$ cat src/rtl/spi_tx_scheduler_pkg.sv
// spi_sched_pkg
//   Shared definitions for the PMD901 SPI transmit scheduler: FSM state
//   encoding, default frame width and the grant-index width helper.
package spi_sched_pkg;

    localparam int DATA_W_DEF = 16;

    typedef enum logic [2:0] {
        IDLE     = 3'd0,
        START    = 3'd1,
        ACK_WAIT = 3'd2,
        XFER     = 3'd3,
        GAP      = 3'd4,
        ERR      = 3'd5
    } state_e;

    // Width of a binary requester index; never narrower than one bit.
    function automatic int idx_w(input int n);
        return (n > 1) ? $clog2(n) : 1;
    endfunction

endpackage

$ cat src/rtl/spi_rr_arbiter.sv
// spi_rr_arbiter
//   Picks one requester per win: requester 0 always takes priority, the
//   rest are served round-robin starting at rr_ptr. The pick is purely
//   combinational; rr_ptr only advances when the scheduler accepts a win
//   by a round-robin requester.
// Ports
//   clk, rst     clock, async active-high reset (rr_ptr -> 1)
//   req_i        level request per requester
//   win_i        scheduler accepted the current pick this cycle
//   gnt_o        one-hot pick
//   gnt_idx_o    binary index of the pick
//   any_o        at least one requester is pending
module spi_rr_arbiter
    import spi_sched_pkg::*;
#(
    parameter  int NUM_REQ = 3,
    localparam int IDX_W   = idx_w(NUM_REQ)
) (
    input  logic               clk,
    input  logic               rst,
    input  logic [NUM_REQ-1:0] req_i,
    input  logic               win_i,
    output logic [NUM_REQ-1:0] gnt_o,
    output logic [IDX_W-1:0]   gnt_idx_o,
    output logic               any_o
);

    logic [IDX_W-1:0] rr_ptr_q;
    logic [IDX_W-1:0] rr_ptr_d;
    logic [IDX_W-1:0] cand;
    logic             found;

    always_comb begin
        gnt_o     = '0;
        gnt_idx_o = '0;
        cand      = '0;
        found     = 1'b0;
        if (req_i[0]) begin
            gnt_o[0] = 1'b1;
            found    = 1'b1;
        end else begin
            // Walk 1..NUM_REQ-1 beginning at rr_ptr, wrapping back to 1.
            for (int k = 0; k < NUM_REQ - 1; k++) begin
                cand = IDX_W'(1 + ((int'(rr_ptr_q) - 1 + k) % (NUM_REQ - 1)));
                if (!found && req_i[cand]) begin
                    gnt_o[cand] = 1'b1;
                    gnt_idx_o   = cand;
                    found       = 1'b1;
                end
            end
        end
    end

    assign any_o = found;

    always_comb begin
        rr_ptr_d = rr_ptr_q;
        if (win_i && (gnt_idx_o != '0)) begin
            if (gnt_idx_o == IDX_W'(NUM_REQ - 1)) begin
                rr_ptr_d = IDX_W'(1);
            end else begin
                rr_ptr_d = gnt_idx_o + IDX_W'(1);
            end
        end
    end

    always_ff @(posedge clk or posedge rst) begin
        if (rst) begin
            rr_ptr_q <= IDX_W'(1);
        end else begin
            rr_ptr_q <= rr_ptr_d;
        end
    end

endmodule

$ cat src/rtl/spi_tx_scheduler.sv
// spi_tx_scheduler
//   Shares one PMD901 SPI shifter between NUM_REQ frame requesters.
//   Arbitrates, latches the winning word, runs the spi_start/spi_ready
//   handshake with the shifter and enforces a minimum gap between frames.
//
//   state    | meaning
//   ---------+-----------------------------------------------------------
//   IDLE     | waiting for a request while the shifter reports ready
//   START    | winner latched; spi_start raised for the next cycle
//   ACK_WAIT | spi_start high until the shifter drops spi_ready
//   XFER     | shifter busy; wait for spi_ready to return (frame done)
//   ERR      | handshake timed out; err pulse, then gap
//   GAP      | hold off for GAP_CYCLES before accepting the next request
//
// Ports
//   clk, rst      PCLK domain clock, async active-high reset
//   req_i         level request per requester, held until done/err
//   req_data_i    frame word per requester, slice i = [i*DATA_W +: DATA_W]
//   grant_o       one-hot owner of the frame in flight
//   done_o/err_o  one-cycle completion / timeout-abort pulse per requester
//   spi_start_o   start level towards the shifter (crosses a CDC)
//   spi_data_o    latched frame word
//   spi_ready_i   shifter idle flag, already synchronised; low = busy
//   busy_o        scheduler not in IDLE
module spi_tx_scheduler
    import spi_sched_pkg::*;
#(
    parameter int NUM_REQ        = 3,
    parameter int DATA_W         = DATA_W_DEF,
    parameter int GAP_CYCLES     = 2001,
    parameter int TIMEOUT_CYCLES = 4095
) (
    input  logic                      clk,
    input  logic                      rst,
    input  logic [NUM_REQ-1:0]        req_i,
    input  logic [NUM_REQ*DATA_W-1:0] req_data_i,
    output logic [NUM_REQ-1:0]        grant_o,
    output logic [NUM_REQ-1:0]        done_o,
    output logic [NUM_REQ-1:0]        err_o,
    output logic                      spi_start_o,
    output logic [DATA_W-1:0]         spi_data_o,
    input  logic                      spi_ready_i,
    output logic                      busy_o
);

    localparam int IDX_W = idx_w(NUM_REQ);
    localparam int GAP_W = $clog2(GAP_CYCLES + 1);
    localparam int TMO_W = $clog2(TIMEOUT_CYCLES + 1);

    localparam logic [GAP_W-1:0] GAP_LAST = GAP_W'(GAP_CYCLES - 1);
    localparam logic [TMO_W-1:0] TMO_LAST = TMO_W'(TIMEOUT_CYCLES - 1);

    state_e               state_q, state_d;
    logic [NUM_REQ-1:0]   grant_q, grant_d;
    logic [NUM_REQ-1:0]   done_q, done_d;
    logic [NUM_REQ-1:0]   err_q, err_d;
    logic                 start_q, start_d;
    logic [DATA_W-1:0]    data_q, data_d;
    logic [GAP_W-1:0]     gap_q, gap_d;
    logic [TMO_W-1:0]     tmo_q, tmo_d;

    logic [NUM_REQ-1:0]   arb_gnt;
    logic [IDX_W-1:0]     arb_idx;
    logic                 arb_any;
    logic                 arb_win;
    logic [DATA_W-1:0]    slot [NUM_REQ];

    spi_rr_arbiter #(
        .NUM_REQ (NUM_REQ)
    ) u_arb (
        .clk       (clk),
        .rst       (rst),
        .req_i     (req_i),
        .win_i     (arb_win),
        .gnt_o     (arb_gnt),
        .gnt_idx_o (arb_idx),
        .any_o     (arb_any)
    );

    always_comb begin
        for (int i = 0; i < NUM_REQ; i++) begin
            slot[i] = req_data_i[i*DATA_W +: DATA_W];
        end
    end

    always_comb begin
        state_d = state_q;
        grant_d = grant_q;
        done_d  = '0;
        err_d   = '0;
        start_d = start_q;
        data_d  = data_q;
        gap_d   = gap_q;
        tmo_d   = tmo_q;
        arb_win = 1'b0;

        unique case (state_q)
            IDLE: begin
                // A low spi_ready here means the shifter is still busy
                // (e.g. straight after reset), so nothing is granted.
                if (arb_any && spi_ready_i) begin
                    arb_win = 1'b1;
                    grant_d = arb_gnt;
                    data_d  = slot[arb_idx];
                    state_d = START;
                end
            end
            START: begin
                // spi_start is registered so the level handed to the CDC
                // is glitch-free; it becomes visible in ACK_WAIT.
                start_d = 1'b1;
                tmo_d   = '0;
                state_d = ACK_WAIT;
            end
            ACK_WAIT: begin
                if (!spi_ready_i) begin
                    start_d = 1'b0;
                    tmo_d   = '0;
                    state_d = XFER;
                end else if (tmo_q >= TMO_LAST) begin
                    start_d = 1'b0;
                    err_d   = grant_q;
                    grant_d = '0;
                    state_d = ERR;
                end else begin
                    tmo_d = tmo_q + TMO_W'(1);
                end
            end
            XFER: begin
                if (spi_ready_i) begin
                    done_d  = grant_q;
                    grant_d = '0;
                    gap_d   = '0;
                    state_d = GAP;
                end else if (tmo_q >= TMO_LAST) begin
                    err_d   = grant_q;
                    grant_d = '0;
                    state_d = ERR;
                end else begin
                    tmo_d = tmo_q + TMO_W'(1);
                end
            end
            ERR: begin
                gap_d   = '0;
                state_d = GAP;
            end
            GAP: begin
                if (gap_q >= GAP_LAST) begin
                    state_d = IDLE;
                end else begin
                    gap_d = gap_q + GAP_W'(1);
                end
            end
            default: begin
                start_d = 1'b0;
                grant_d = '0;
                state_d = IDLE;
            end
        endcase
    end

    always_ff @(posedge clk or posedge rst) begin
        if (rst) begin
            state_q <= IDLE;
            grant_q <= '0;
            done_q  <= '0;
            err_q   <= '0;
            start_q <= 1'b0;
            data_q  <= '0;
            gap_q   <= '0;
            tmo_q   <= '0;
        end else begin
            state_q <= state_d;
            grant_q <= grant_d;
            done_q  <= done_d;
            err_q   <= err_d;
            start_q <= start_d;
            data_q  <= data_d;
            gap_q   <= gap_d;
            tmo_q   <= tmo_d;
        end
    end

    assign grant_o     = grant_q;
    assign done_o      = done_q;
    assign err_o       = err_q;
    assign spi_start_o = start_q;
    assign spi_data_o  = data_q;
    assign busy_o      = (state_q != IDLE);

endmodule

$ cat config.mk
export PLATFORM = sky130hd
export DESIGN_NAME = spi_tx_scheduler
export DESIGN_NICKNAME = d
export VERILOG_FILES = /design/src/rtl/spi_tx_scheduler_pkg.sv /design/src/rtl/spi_rr_arbiter.sv /design/src/rtl/spi_tx_scheduler.sv
export SDC_FILE = /design/constraint.sdc
export NUM_CORES = 1
export LEC_CHECK = 0
export CAP_MARGIN = 5
export CORE_UTILIZATION = 49
export CTS_CLUSTER_DIAMETER = 60
export DETAILED_ROUTE_END_ITERATION = 7
export PLACE_DENSITY = 0.8
export SLEW_MARGIN = 10
export SYNTH_ARGS = -nofsm -noshare
export SYNTH_HDL_FRONTEND = slang
export SYNTH_SLANG_ARGS = --single-unit
$ cat constraint.sdc
create_clock -name clk -period 2.01 [get_ports clk]
set_clock_uncertainty 0.05 [all_clocks]
set_input_delay 0.402 -clock clk [delete_from_list [all_inputs] [get_ports clk]]
set_output_delay 0.402 -clock clk [all_outputs]
set_load 0.01 [all_outputs]
==> flow_summary.yaml, run 1 <==
worst_setup_path:
  r2r_start: "state_q[0]"
  crit_family: "compound AO/OA/AOI/OAI gates"
  crit_chain: "buf_4, and4b_1, buf_4, o311ai_0, o41ai_1, a22o_1"
  arrival_ns: 2.06
  cp_num_buf_inv: 2
  worstSetupEndpointType: "register"
  crit_fanout: 6
  slowest_stage: "dfrtp_2"
  worstSetupPathType: "register to register"
  crit_path_start_kind: "register"
  max_stage_delay_ns: 0.47
  rr_worst_depth: 6
  reg2reg_slack_ns: 0.11
  crit_path_frequent_cell: "buf_4"
  required_ns: 2.17
  r2r-end: "gap_q[1]"
clock_tree:
  clockRootBuffer: "clkbuf_8"
  cts.sinks: 54
  cts_buffer_depth: 2
  clock_latency_ns: 0.32
  cts_tree: "built"
  cts_buffers: 5
  clk_pin_slew_worst_paths_ns: 0.10
  cts.htree.levels: 2
grt:
  grt.total_usage: 0.259
  grt_pass1_vias: 2830
  antenna_found_initial: 0
  gr-total-overflow: 0
  grt_max_degree: 55
  grt_pass1_wl_um: 13000
yosys:
  synth_cells: 329
  syn_nets: 387
  synthArstFlopShare: 1.00
  syn_area_per_cell_um2: 9.24
  ys_types: 54
  ys_ff_latch: 54
  synth_warnings: 0
  syn-cell-area_um2: 3040
  synth-main-ff-cell: "dfrtp_1"
  ys_seq_area_frac: 0.445
  synth_edf_count: 0
sta:
  hold_ws_ns: 0.389
  period_share: 0.945
  report.final.slew_viol_count: 0
  min_period_ns: 1.90
  final-setup-viol-count: 0
  worst_slew_pin_slew_ns: 0.555
  fmax_ghz: 0.526
  fin_ws_ns: 0.110
  hold_viol_final: 0
  max-slew-margin-rel: 0.626
detailed_routing:
  drtAntennaViolNets: 0
  wl_per_cell_um: 15.4
  wl_um: 7980
  vias: 3036
  drt-initial-drc-count: 264
  drc_errors: 0
  viasPerCell: 5.87
  dr.pass1.iters: 5
floorplanning:
  die_h_um: 80.8
  start_util: 0.511
  rows: 28
  die_area_um2: 6520
  die_w_um: 80.8
  num_io_pins: 81
  core-area_um2: 5960
pwr:
  leakage_nw: 1.85
  ir_worst_vdd_uv: 386
  power_density_nw_per_um2: 473
status:
  status: "completed"
place:
  io_buffer_count: 80
  gp_congestion: 0.811
  dpl_worst_slack_ns: -0.162
  dp.final_hpwl_um: 5740
layout:
  n_antenna_cell: 0
  final_util: 0.730
  final_layout_size_suffix_gt1_frac: 0.147
  final_nets: 499
  syn2layout_area_growth_pct: 43.0
run:
  cap_violations: 0
hold_path:
  min_path_type: "input port to asynchronous set/reset pin"
worst max-delay path by stage:
stage | from | to | slack, ns | cells past startpoint
global route | state_q[2] | tmo_q[9] | -0.01 | 6
detailed placement | spi_ready_i | gap_q[1] | -0.16 | 6
floorplan | u_arb.rr_ptr_q[0] | spi_data_o[0] | 0.22 | 6
CTS | state_q[0] | busy_o | 0.02 | 3
global placement | spi_ready_i | gap_q[9] | -0.14 | 5
finish | state_q[0] | gap_q[1] | 0.11 | 6
layer usage:
layer	track usage	vias up	wire (µm)
met5	0	-	0
met4	0.0946	0	189
met3	0.0742	17	603
met2	0.442	126	3930
met1	0.311	1432	3250
li1	-	1461	-
cells by family (layout without fill, tap and decap cells):
logic type,count (synthesis),after routing,synth area share
and+or+nand+nor,125,125,0.219
xor gates and xnor gates,1,1,0.00288
buffers and inverters,33,146,0.0527
AOI/OAI and AO/OA,111,111,0.260
adders and majority gates,4,4,0.0165
muxes,1,1,0.00370
DFF,54,54,0.445
worst min-delay path: stages:
cell	delay, ns
clkdlybuf4s50_1	0.41
inv_2	0.07
buf_12	0.27
layout make-up:
type	count	area, µm²
fillers	455	1610
flip-flops and latches	54	1360
multi-input cells	242	1560
clock inverters	3	40.0
clock buffers	5	68.8
repair buffers	123	1180
well taps	75	93.8
inverters	15	56.3
stage by stage:
step	setup TNS, ns	cell area [µm²]	std cells	power, mW
2_1_floorplan	0	3040	329	1.18
3_3_place_gp	-1.43	4180	503	1.33
3_5_place_dp	-1.72	4180	503	1.33
4_1_cts	0	4310	513	2.06
5_1_grt	-0.00971	4350	517	2.12
6_report	0	4350	517	2.05
state kept, by name (all words and copies together), names as in the netlist:
name	count
tmo_q	12
state_q	3
grant_o	3
gap_q	11
done_o	3
u_arb.rr_ptr_q	2
err_o	3
spi_start_o	1
spi_data_o	16
Yosys cell counts (all sizes together) (2+ instances only):
cell / n / area, µm²
dfrtp: 53 / 1330
nand2: 31 / 116
nor2: 22 / 82.6
o31ai: 21 / 158
and3: 18 / 118
o21ai: 17 / 85.1
a211oi: 16 / 120
a21oi: 16 / 80.1
inv: 15 / 56.3
buf: 11 / 77.6
nand3: 10 / 50.1
or3: 8 / 55.1
clkbuf: 7 / 26.3
o21a: 7 / 52.6
nor3: 6 / 30.0
or4: 6 / 45.0
and2: 5 / 31.3
nand4: 5 / 31.3
o211ai: 5 / 37.5
ha: 4 / 50.1
o22ai: 4 / 25.0
o31a: 4 / 35.0
a311oi: 3 / 26.3
a31oi: 3 / 18.8
and4: 3 / 26.3
nor4: 3 / 18.8
a22o: 2 / 17.5
nor2b: 2 / 12.5
o2bb2ai: 2 / 17.5
o311ai: 2 / 17.5
report_power, final:
group	switching (mW)	internal [mW]	leakage [nW]
Clock	0.376	0.368	0.0579
Combinational	0.0891	0.136	1.11
Sequential	0.000000000000000253	1.09	0.686
cells in the final DEF (no fill, tap or decap), types with 4 or more instances in the layout:
cell,synthesis,final
nand2_1,31,31
o211ai_1,5,5
buf_4,4,39
or3_1,7,7
o31ai_1,21,21
o21ai_0,15,15
o21a_1,7,7
inv_1,15,14
nor3_1,6,5
or4_1,6,6
o31a_1,4,4
ha_1,4,4
a211oi_1,16,16
buf_12,0,4
clkdlybuf4s50_1,0,79
nor2_1,22,22
clkbuf_8,0,5
and2_1,5,5
a21oi_1,16,16
dfrtp_1,53,50
nand4_1,5,5
and3_1,17,17
nand3_1,10,10
o22ai_1,4,4
what timing repair did:
item / 4_1_cts / 5_1_grt
setup endpoints to repair: 1 / 2
gates resized for setup: 4 / 2
endpoints found under the hold margin: 0 / 0
setup buffers: 2 / 4
pin swaps: 0 / 1
hold buffers: 0 / 0
Note: power is estimated with default switching activity, not from simulation.
==> run 2, diff against run 1 <==
--- a/config.mk
+++ b/config.mk
@@ -6,10 +6,10 @@
 export NUM_CORES = 1
 export LEC_CHECK = 0
 export CAP_MARGIN = 5
-export CORE_UTILIZATION = 49
-export CTS_CLUSTER_DIAMETER = 60
+export CORE_UTILIZATION = 46
+export CTS_CLUSTER_DIAMETER = 30
 export DETAILED_ROUTE_END_ITERATION = 7
-export PLACE_DENSITY = 0.8
+export PLACE_DENSITY = 0.75
 export SLEW_MARGIN = 10
 export SYNTH_ARGS = -nofsm -noshare
 export SYNTH_HDL_FRONTEND = slang
==> flow_summary.yaml, run 2 (synthesis results as in run 1) <==
status:
  status: "completed"
detailed_routing:
  drtAntennaViolNets: 0
  drt-initial-drc-count: 144
  wl_um: 7940
  wl_per_cell_um: 15.4
  vias: 3002
  dr.pass1.iters: 4
  drc_errors: 0
  viasPerCell: 5.83
sta:
  final-setup-viol-count: 0
  period_share: 0.939
  min_period_ns: 1.89
  report.final.slew_viol_count: 0
  worst_slew_pin_slew_ns: 0.569
  max-slew-margin-rel: 0.617
  hold_viol_final: 0
  fmax_ghz: 0.530
  hold_ws_ns: 0.337
  rsz0062_at_grt: "false"
worst_setup_path:
  cp_num_buf_inv: 1
  worstSetupPathType: "register to register"
  required_ns: 2.21
  max_stage_delay_ns: 0.44
  crit_fanout: 4
  crit_chain: "ha_1, o211ai_1, buf_4, o2111ai_1, or4_1, nand2_1"
  crit_family: "simple AND/OR/NAND/NOR gates"
  slowest_stage: "or4_1"
  worstSetupEndpointType: "register"
  arrival_ns: 2.09
  crit_path_start_kind: "register"
hold_path:
  min_path_type: "input port to asynchronous set/reset pin"
place:
  gp_congestion: 0.881
  io_buffer_count: 80
  placed_area_um2: 4170
  dp.final_hpwl_um: 6130
clock_tree:
  clock_latency_ns: 0.31
  cts_buffer_depth: 2
  cts_tree: "built"
  cts.sinks: 54
  clk_pin_slew_worst_paths_ns: 0.10
  post-cts-setup-buffers: 0
  postCtsHoldBufs: 0
  cts.htree.levels: 2
  cts_buffers: 5
  clockRootBuffer: "clkbuf_8"
layout:
  syn2layout_area_growth_pct: 40.3
  n_antenna_cell: 0
  final_layout_size_suffix_gt1_frac: 0.137
  nFillCells: 531
  final_common_cell: "clkdlybuf4s50_1"
  final_nets: 495
  largest_reg_flops: 16
  multi_input_area_um2: 1560
  final_area_um2: 4270
  final_cell_mix: "79 x clkdlybuf4s50_1, 51 x dfrtp_1, 37 x buf_4"
  regArea_um2: 1360
grt:
  grt.total_usage: 0.235
  use_met3: 0.0815
  busiest_layer: "met2"
  grt_pass1_vias: 2929
  gr-total-overflow: 0
  use_met2: 0.407
  antenna_found_initial: 0
  grt_max_degree: 24
  grt_use_met1: 0.272
  grt_pass1_wl_um: 13200
floorplanning:
  die_h_um: 83.3
  num_io_pins: 81
  core-area_um2: 6350
  start_util: 0.479
  rows: 29
  die_w_um: 83.3
  die_area_um2: 6940
pwr:
  p_seq_frac: 0.566
  leakage_nw: 1.81
  switching_share: 0.236
  combPwrFrac: 0.114
  power_density_nw_per_um2: 449
  finalPower_mw: 1.92
  ir_worst_vdd_uv: 329
  p_clk_frac: 0.319
  total_switching_power_mw: 0.452
  intPower_mw: 1.46
run:
  cap_violations: 0
-- run 2: layer usage --
metal	wire length, µm	vias up
li1	-	1457
met1	3250	1432
met4	110	0
met3	635	12
met5	0	-
met2	3940	101
-- run 2: power by group through the flow --
stage               logic, mW  registers, mW  clock network (mW)
floorplan              0.0703           1.11                   0
global placement        0.220           1.11                   0
detailed placement      0.222           1.11                   0
CTS                     0.222           1.09               0.621
global route            0.238           1.09               0.666
finish                  0.219           1.09               0.612
-- run 2: timing repair --
action | 4_1_cts | 5_1_grt
gates resized for setup | 4 | 1
endpoints found under the setup margin | 1 | 4
cloned | 0 | 0
endpoints found under the hold margin | 0 | 0
-- run 2: final timing paths --
path	startpoint	slack, ns	cells after the start	to
max	tmo_q[1]	0.12	6	tmo_q[8]
min	rst	0.34	2	spi_data_o[14]
max reg2reg	tmo_q[1]	0.12	6	tmo_q[8]
min reg2reg	spi_data_o[3]	0.44	2	spi_data_o[3]
max in group asynchronous	rst	1.03	3	gap_q[5]
min in group clk	spi_data_o[3]	0.44	2	spi_data_o[3]
-- run 2: cell type report --
type | instances | area share
Timing Repair Buffer | 119 | 0.262
Clock buffer | 6 | 0.0170
Inverter | 15 | 0.0132
Multi-Input combinational cell | 242 | 0.365
Clock inverter | 2 | 0.00323
Sequential cell | 54 | 0.318
Tap cell | 77 | 0.0226
-- run 2: per-stage QoR --
step,worst slack (ns),std cells,TNS [ns],util
global route,0.00552,515,0,0.672
CTS,0.0496,515,0,0.671
floorplan,0.219,329,0,-
global placement,-0.117,507,-1.31,0.657
detailed placement,-0.145,507,-1.84,0.657
finish,0.123,515,0,0.672
-- run 2: worst register-to-register path, stage by stage, from the launching register on --
cell and delay [ns]:
dfrtp_1 0.42, ha_1 0.21, o211ai_1 0.30, buf_4 0.18
o2111ai_1 0.14, or4_1 0.44, nand2_1 0.08
